<file path="src/rtl/mem_arbiter.sv">
// mem_arbiter: shares one memory port between the IFU (read-only) and the
// LSU (read/write). One transaction is outstanding at a time, mem_en is held
// for LATENCY cycles, and the response is held until the owner accepts it.
// LATENCY must be >= 1.
module mem_arbiter #(
  parameter int LATENCY = 1,
  parameter bit FAIR    = 1'b1
) (
  input  logic        clock,
  input  logic        reset,
  // IFU request / response
  input  logic        ifu_req_valid,
  output logic        ifu_req_ready,
  input  logic [31:0] ifu_addr,
  output logic        ifu_resp_valid,
  input  logic        ifu_resp_ready,
  output logic [31:0] ifu_rdata,
  // LSU request / response
  input  logic        lsu_req_valid,
  output logic        lsu_req_ready,
  input  logic        lsu_wr,
  input  logic [31:0] lsu_addr,
  input  logic [31:0] lsu_wdata,
  input  logic [3:0]  lsu_wstrb,
  output logic        lsu_resp_valid,
  input  logic        lsu_resp_ready,
  output logic [31:0] lsu_rdata,
  // memory port
  output logic        mem_en,
  output logic        mem_wr,
  output logic [31:0] mem_addr,
  output logic [31:0] mem_wdata,
  output logic [3:0]  mem_wstrb,
  input  logic [31:0] mem_rdata
);

  localparam int CW = (LATENCY > 1) ? $clog2(LATENCY) : 1;

  typedef enum logic [1:0] {IDLE, ACCESS, RESP} state_t;
  typedef enum logic [1:0] {OWN_NONE, OWN_IFU, OWN_LSU} owner_t;

  typedef struct packed {
    logic        wr;
    logic [31:0] addr;
    logic [31:0] wdata;
    logic [3:0]  wstrb;
  } mreq_t;

  state_t      state_q, state_d;
  owner_t      owner_q, owner_d;
  logic [CW-1:0] cnt_q, cnt_d;
  logic        last_lsu_q, last_lsu_d;   // 0 = IFU was granted last
  mreq_t       req_q, req_d;
  logic [31:0] ifu_rdata_q, ifu_rdata_d;
  logic [31:0] lsu_rdata_q, lsu_rdata_d;
  logic        grant_lsu;

  // LSU wins when alone, under fixed priority, or when IFU had the last turn
  assign grant_lsu = lsu_req_valid && (!ifu_req_valid || !FAIR || !last_lsu_q);

  assign ifu_rdata = ifu_rdata_q;
  assign lsu_rdata = lsu_rdata_q;

  // State, capture registers; reset aborts any access in flight
  always_ff @(posedge clock or negedge reset) begin
    if (!reset) begin
      state_q     <= IDLE;
      owner_q     <= OWN_NONE;
      cnt_q       <= '0;
      last_lsu_q  <= 1'b0;
      req_q       <= '0;
      ifu_rdata_q <= '0;
      lsu_rdata_q <= '0;
    end else begin
      state_q     <= state_d;
      owner_q     <= owner_d;
      cnt_q       <= cnt_d;
      last_lsu_q  <= last_lsu_d;
      req_q       <= req_d;
      ifu_rdata_q <= ifu_rdata_d;
      lsu_rdata_q <= lsu_rdata_d;
    end
  end

  // Next-state, arbitration and output decode; memory port is zero unless in ACCESS
  always_comb begin
    state_d        = state_q;
    owner_d        = owner_q;
    cnt_d          = cnt_q;
    last_lsu_d     = last_lsu_q;
    req_d          = req_q;
    ifu_rdata_d    = ifu_rdata_q;
    lsu_rdata_d    = lsu_rdata_q;
    ifu_req_ready  = 1'b0;
    lsu_req_ready  = 1'b0;
    ifu_resp_valid = 1'b0;
    lsu_resp_valid = 1'b0;
    mem_en         = 1'b0;
    mem_wr         = 1'b0;
    mem_addr       = '0;
    mem_wdata      = '0;
    mem_wstrb      = '0;

    case (state_q)
      IDLE: begin
        ifu_req_ready = ifu_req_valid && !grant_lsu;
        lsu_req_ready = grant_lsu;
        if (grant_lsu) begin
          req_d.wr    = lsu_wr;
          req_d.addr  = lsu_addr;
          req_d.wdata = lsu_wdata;
          req_d.wstrb = lsu_wstrb;
          owner_d     = OWN_LSU;
          cnt_d       = CW'(LATENCY - 1);
          state_d     = ACCESS;
        end else if (ifu_req_valid) begin
          req_d.wr    = 1'b0;
          req_d.addr  = ifu_addr;
          req_d.wdata = '0;
          req_d.wstrb = '0;
          owner_d     = OWN_IFU;
          cnt_d       = CW'(LATENCY - 1);
          state_d     = ACCESS;
        end
      end

      ACCESS: begin
        mem_en    = 1'b1;
        mem_wr    = req_q.wr;
        mem_addr  = req_q.addr;
        mem_wdata = req_q.wdata;
        mem_wstrb = req_q.wstrb;
        if (cnt_q != '0) begin
          cnt_d = cnt_q - CW'(1);
        end else begin
          if (owner_q == OWN_LSU) lsu_rdata_d = req_q.wr ? 32'h0 : mem_rdata;
          else                    ifu_rdata_d = mem_rdata;
          state_d = RESP;
        end
      end

      RESP: begin
        if (owner_q == OWN_LSU) begin
          lsu_resp_valid = 1'b1;
          if (lsu_resp_ready) begin
            last_lsu_d = 1'b1;
            owner_d    = OWN_NONE;
            state_d    = IDLE;
          end
        end else begin
          ifu_resp_valid = 1'b1;
          if (ifu_resp_ready) begin
            last_lsu_d = 1'b0;
            owner_d    = OWN_NONE;
            state_d    = IDLE;
          end
        end
      end

      default: state_d = IDLE;
    endcase
  end

endmodule
</file>
<file path="config.mk">
export PLATFORM = sky130hd
export DESIGN_NAME = mem_arbiter
export DESIGN_NICKNAME = d
export VERILOG_FILES = /design/src/rtl/mem_arbiter.sv
export SDC_FILE = /design/constraint.sdc
export NUM_CORES = 1
export LEC_CHECK = 0
export ABC_AREA = 1
export BUFFER_PORTS_ARGS = -buffer_cell sky130_fd_sc_hd__buf_2
export CAP_MARGIN = 10
export CORE_ASPECT_RATIO = 1.4
export CORE_MARGIN = 4
export CORE_UTILIZATION = 30
export CTS_CLUSTER_SIZE = 30
export DETAILED_ROUTE_END_ITERATION = 10
export PLACE_DENSITY = 0.65
export SLEW_MARGIN = 15
export SYNTH_ARGS = -nofsm -noshare
export SYNTH_HDL_FRONTEND = slang
export SYNTH_SLANG_ARGS = --single-unit
</file>
<file path="constraint.sdc">
create_clock -name clock -period 4.45 [get_ports clock]
set_clock_uncertainty 0.2 [all_clocks]
set_input_delay 0.445 -clock clock [delete_from_list [all_inputs] [get_ports clock]]
set_output_delay 0.445 -clock clock [all_outputs]
set_load 0.01 [all_outputs]
</file>
==> results of run 1 <==
-- power breakdown --
| part | leakage, nW | switching [W] | internal, W |
|---|---|---|---|
| Sequential | 1.69 | 0.000284 | 0.00184 |
| Clock | 0.295 | 0.000545 | 0.000946 |
| Combinational | 2.67 | 0.00162 | 0.000848 |
| Total | 4.65 | 0.00245 | 0.00364 |
-- worst max path at each step --
stage / from / end / slack (ns) / depth (start not counted)
finish: state_q[1] / mem_en / 1.52 / 4
global route: state_q[1] / mem_en / 1.35 / 4
CTS: state_q[1] / mem_en / 1.47 / 4
detailed placement: state_q[0] / ifu_rdata[14] / 1.92 / 6
global placement: state_q[1] / mem_en / 1.93 / 4
floorplan: state_q[1] / mem_wdata[15] / 2.79 / 5
-- layout make-up --
cell class                      instances  area (um2)
Inverter                               84       315.3
Sequential cell                       138        3453
Timing Repair Buffer                  286        1465
Clock inverter                         11       171.4
Tap cell                              252       315.3
Fill cell                            2081       11770
Multi-Input combinational cell        495        2143
Clock buffer                           18       439.2
-- through the flow --
stage	util	cell area [um2]	power (W)	setup WS, ns
6_report	0.4136	8303	0.006090	1.521
3_3_place_gp	0.3827	7682	0.004622	1.929
4_1_cts	0.4136	8303	0.006191	1.467
3_5_place_dp	0.3827	7682	0.004668	1.918
5_1_grt	0.4136	8303	0.006593	1.346
2_1_floorplan	-	6187	0.003745	2.795
-- timing repair --
item                                   in CTS  in global routing
hold buffers                                1                  0
buffers inserted                            0                  0
endpoints found under the hold margin      68                  0
-- flip-flops by register name, indices dropped and copies added, names as in the netlist --
register / count
ifu_rdata: 32
last_lsu_q: 1
lsu_rdata: 32
owner_q: 2
req_q: 69
state_q: 2
-- layer usage --
metal	GRT usage	wire length, um	vias to the layer above
met4	0.04510	162	0
met2	0.2920	9694	192
met1	0.1921	7717	2692
met5	0	0	-
li1	-	-	2903
met3	0.04065	1189	11
-- cells in the final DEF (no fill, tap or decap), types with 2 or more instances in the layout --
master / netlist / final
a31oi_1: 32 / 32
buf_2: 26 / 275
buf_4: 5 / 9
bufinv_16: 0 / 4
clkbuf_16: 0 / 17
clkinv_2: 0 / 2
clkinvlp_4: 0 / 2
dfrtp_1: 138 / 138
inv_1: 77 / 77
inv_2: 6 / 6
inv_6: 0 / 2
nand2_1: 214 / 214
nand2_2: 4 / 3
nand3_1: 66 / 66
nor2_1: 107 / 107
o21ai_0: 20 / 20
o21ai_1: 50 / 50
-- worst max-delay path, stage by stage (launching register included) --
cell and delay (ns):
dfrtp_1 0.40, inv_2 0.09, nand2_4 0.42, inv_2 0.69, buf_2 0.25
-- kinds of logic (layout without fill, tap and decap cells) --
logic type      after synthesis  count (layout)  share of synthesized area
buf+inv                     135             399                    0.09747
flops                       138             138                     0.5581
compound gates              103             103                    0.09039
simple gates                392             392                     0.2540
==> key figures, run 1 <==
Run status
  – Status: completed

Critical path
  – Crit path kind: flip-flop to primary output
  – Reg-to-Reg End: ifu_rdata[9]
  – Worst Path Max Fanout: 74
  – Reg-to-reg slack, setup: 1.95 ns
  – R2r startpoint: state_q[0]
  – Worst reg2reg path depth: 6
  – Critical path arrival: 2.28 ns
  – Crit. End Element: primary output
  – CP Launch Type: flip-flop
  – Worst Path Required: 3.81 ns

Clock tree
  – Total CTS buffers: 17
  – # H-tree levels: 4
  – Clk slew on worst S/H paths: 0.06 ns
  – Clk_lat worst skew: 0.41 ns
  – Post-CTS Resized: 0
  – Clk buf depth: 2
  – CTS tree: yes
  – Root buf cell: clkbuf_16
  – CTS Sinks: 138

Routing
  – Iteration-0 DRC Markers: 242
  – Vias after detailed routing: 5798
  – Vias/cell: 4.516
  – Final WL: 18.76 mm
  – Remaining DRCs: 0
  – First drt pass iteration count: 4
  – Wire length per cell: 14.61 um
  – Final ANT Viol Nets: 0

Placement
  – HPWL Detailed: 13.41 mm
  – Routability cong.: 0.8203
  – Port Buffers: 276
  – Post-Place Cells: 1254

Min path
  – Hold Crit Class: input pin to flip-flop
  – Worst Min Path Start: lsu_wdata[7]
  – Worst Hold End: req_q[11]
  – WHS Path Cells: 3

Timing
  – Tmin final: 2.929 ns
  – Final worst path period share: 0.6581
  – Setup_tns: 0 ns
  – Worst-margin pin slew: 0.9852 ns
  – Fin. max-slew vios: 0
  – Unrepaired setup endpoints after global routing: false
  – WHS: 0.04556 ns
  – Final hold vios: 0
  – Worst rel slew slack: 0.3432
  – Max Fclk: 0.3415 GHz
  – Endpoints failing setup: 0

Pwr
  – Maximum VDD drop: 0.0002646 V
  – Power per cell area: 733.5 mW/mm2
  – Leakage: 4.651 nW

Global routing
  – Grt ovf: 0
  – Initial antenna violation count: 0
  – Largest net degree at the start of global routing: 102
  – Global-route wire length before repair: 29.68 mm
  – Number of global-route vias before repair: 5949
  – GRT Total Usage: 0.1631

Logic synthesis
  – Most numerous cell in the Yosys netlist: nand2_1
  – Ys async rst share: 1.000
  – Cell Area, Synth: 0.006187 mm2
  – Post-synth cell types: 18
  – Area share of the largest cell type after synthesis: 0.5581
  – Synthesized net count: 907
  – Post-Synthesis Cells: 768
  – Post-synth EDFFs: 0
  – Most frequent cells after synthesis: 214 x nand2_1, 138 x dfrtp_1, 107 x nor2_1, 77 x inv_1, 66 x nand3_1
  – Most area-hungry cell type in the Yosys netlist: dfrtp_1
  – Main synth FF type: dfrtp_1
  – Synthesized area per cell: 8.056 um2
  – Sequential share of the synthesized area: 0.5581
  – Synth top area cells: dfrtp_1 56%, nand2_1 13%, nor2_1 6.5%
  – Synth Warn #: 0
  – Register bit total from synthesis: 138

Floorplanning
  – Core area: 0.02007 mm2
  – Die width: 129.4 um
  – Die area: 0.02302 mm2
  – Die Height: 177.9 um
  – Initial Util: 0.3082
  – Cell row count: 61
  – # IOs: 277

Layout
  – Share of cells above drive strength 1: 0.3159
  – Final #Nets: 1161
  – Layout area overhead: 34.20%
  – Ant diodes: 0
  – Final std cells w/o fill: 1284

Flow run
  – Maxcap violations: 0
No activity file was read; power rests on OpenSTA's default activity.
==> inputs of run 2 (changes only) <==
==> constraint.sdc (replaced) <==
create_clock -name clock -period 2.83 [get_ports clock]
set_clock_uncertainty 0.2 [all_clocks]
set_input_delay 0.283 -clock clock [delete_from_list [all_inputs] [get_ports clock]]
set_output_delay 0.283 -clock clock [all_outputs]
set_load 0.01 [all_outputs]
==> key figures, run 2 (same netlist as run 1, synthesis figures left out) <==
Routing
  – Met3 wire len: 1.176 mm (-1.1%)
  – Final WL: 20.30 mm (+8.2%)
  – First drt pass iteration count: 5 (+1)
  – Vias/cell: 4.499 (-0.36%)
  – Met1 WL: 7.939 mm (+2.9%)
  – DR WL met2: 10.42 mm (+7.5%)
  – Iteration-0 DRC Markers: 251 (+3.7%)
  – Top Layer Used: met5
  – Final ANT Viol Nets: 0 (unchanged)
  – Vias after detailed routing: 6425 (+11%)
  – Remaining DRCs: 0 (unchanged)
  – Wire length per cell: 14.21 um (-2.7%)

Critical path
  – Worst Path Required: 2.97 ns (-0.84 ns)
  – Slowest CP cell: dlygate4sd3_1
  – CP dominant cell by count: dlygate4sd3_1
  – Reg-to-Reg End: req_q[57]
  – CP endpoint: req_q[57]
  – Worst path cell trace: dlygate4sd3_1 > buf_2 > inv_1 > a21oi_4 > buf_12 > nor2_1 > a31oi_1 > dlygate4sd3_1
  – Worst setup path start: ifu_req_valid
  – Worst reg2reg path depth: 7 (+1)
  – CP max stage delay: 0.59 ns (-0.10 ns)
  – CP Launch Type: input pin
  – Crit. End Element: flip-flop
  – Crit path kind: input pin to flip-flop
  – Worst Path Max Fanout: 63 (-15%)
  – Critical path arrival: 2.64 ns (+0.36 ns)
  – R2r startpoint: state_q[0]
  – Reg-to-reg slack, setup: 0.35 ns (-1.60 ns)

Floorplanning
  – Core area: 0.02007 mm2 (unchanged)
  – Initial Util: 0.3082 (unchanged)
  – # IOs: 277 (unchanged)
  – Cell row count: 61 (unchanged)
  – Die area: 0.02302 mm2 (unchanged)
  – Die width: 129.4 um (unchanged)
  – Die Height: 177.9 um (unchanged)

Pwr
  – Power per cell area: 1050 mW/mm2 (+43%)
  – Maximum VDD drop: 0.0005477 V (+110%)
  – Leakage: 5.247 nW (+13%)

Clock tree
  – # H-tree levels: 4 (unchanged)
  – CTS tree: yes
  – Clk_lat worst skew: 0.41 ns (about the same)
  – Root buf cell: clkbuf_16
  – Total CTS buffers: 17 (unchanged)
  – CTS Sinks: 138 (unchanged)
  – Clk buf depth: 2 (unchanged)
  – Clk slew on worst S/H paths: 0.06 ns (about the same)
  – Post-CTS Resized: 0 (unchanged)
  – CTS Hold Bufs: 137 (+136)
  – Setup Fix Bufs, Post-CTS: 0 (unchanged)

Layout
  – Share of cells above drive strength 1: 0.2832 (-0.03273)
  – Fillers: 1922 (-7.6%)
  – Reg with most FFs: req_q
  – Multi-input gate area: 0.002143 mm2 (unchanged)
  – Most frequent cells in the layout: 275 x buf_2, 214 x nand2_1, 138 x dfrtp_1
  – Seq. cell area: 0.003453 mm2 (unchanged)
  – Layout area overhead: 57.43%
  – Commonest non-fill, non-tap cell in the layout: buf_2
  – Ant diodes: 0 (unchanged)
  – Max reg flops: 69 (unchanged)
  – Final std cells w/o fill: 1428 (+11%)
  – Final #Nets: 1302 (+12%)

Timing
  – Endpoints failing setup: 0 (unchanged)
  – Tmin final: 2.505 ns
  – Fin. max-slew vios: 0 (unchanged)
  – Final hold vios: 0 (unchanged)
  – Max Fclk: 0.3992 GHz
  – Unrepaired setup endpoints after global routing: false
  – Final worst path period share: 0.8851
  – Worst-margin pin slew: 0.7171 ns (-0.2681 ns)
  – Setup_tns: 0 ns (unchanged)
  – Worst rel slew slack: 0.5208 (+0.1776)

Placement
  – Post-Place Cells: 1259 (+0.40%)
  – Port Buffers: 276 (unchanged)
  – HPWL Detailed: 13.55 mm (+1.1%)
  – Routability cong.: 0.8268 (+0.79%)

Global routing
  – Grt ovf: 0 (unchanged)
  – Global-route wire length before repair: 32.48 mm (+9.4%)
  – Initial antenna violation count: 1 (+1)
  – Number of global-route vias before repair: 6803 (+14%)
  – Largest net degree at the start of global routing: 70 (-31%)
  – GRT Total Usage: 0.1769 (+0.01378)

Flow run
  – Maxcap violations: 0 (unchanged)

Min path
  – Hold Crit Class: input pin to flip-flop

Run status
  – Status: completed
## run 2: changes by cell type in the layout (fill, tap and decap cells not counted), sizes merged
cell	change
buf	+5
clkinv	+4
clkinvlp	-1
dlygate4sd3	+136
## run 2: critical path, delay by kind of cell
family / cells / cell delay [ns]
AOI/OAI and AO/OA: 2 / 0.63
buffers and inverters: 5 / 1.65
and+or+nand+nor: 1 / 0.07
## run 2: cell type report
cell class / instances / share of cell area
Inverter: 84 / 0.03237
Sequential cell: 138 / 0.3545
Timing Repair Buffer: 427 / 0.2966
Tap cell: 252 / 0.03237
Multi-Input combinational cell: 495 / 0.2200
Clock inverter: 14 / 0.02004
Clock buffer: 18 / 0.04406
## run 2: how the worst min path moves through the flow
stage,slack [ns],cells after the start,end,start
6_report,0.05,5,owner_q[1],lsu_req_valid
2_1_floorplan,-0.21,0,ifu_rdata[0],reset
3_3_place_gp,0.14,1,ifu_rdata[27],reset
5_1_grt,0.09,5,owner_q[1],lsu_req_valid
3_5_place_dp,0.15,1,ifu_rdata[27],reset
4_1_cts,0.04,5,owner_q[1],lsu_req_valid
## run 2: per-stage QoR
stage / hold slack (ns) / instance area (um2) / utilization / total power [W] / worst slack (ns)
finish: 0.05286 / 9741 / 0.4853 / 0.01023 / 0.3253
CTS: 0.03639 / 9741 / 0.4853 / 0.01034 / 0.3754
floorplan: -0.2126 / 6187 / - / 0.005889 / 1.337
global placement: 0.1426 / 7745 / 0.3858 / 0.007287 / 0.9614
global route: 0.09375 / 9741 / 0.4853 / 0.01107 / 0.1640
detailed placement: 0.1508 / 7745 / 0.3858 / 0.007371 / 0.9317
## run 2: power breakdown
group,internal (W),total [W],switching [W]
Combinational,0.00186,0.00452,0.00266
Clock,0.00148,0.00238,0.000897
Sequential,0.00290,0.00334,0.000441
Total,0.00623,0.0102,0.00400
## run 2: per-layer routing
layer  global-route usage  vias to the layer above
met1               0.1937                     2927
li1                     -                     3187
met3              0.03794                       57
met5                    0                        -
met4              0.08713                        2
met2               0.3188                      252
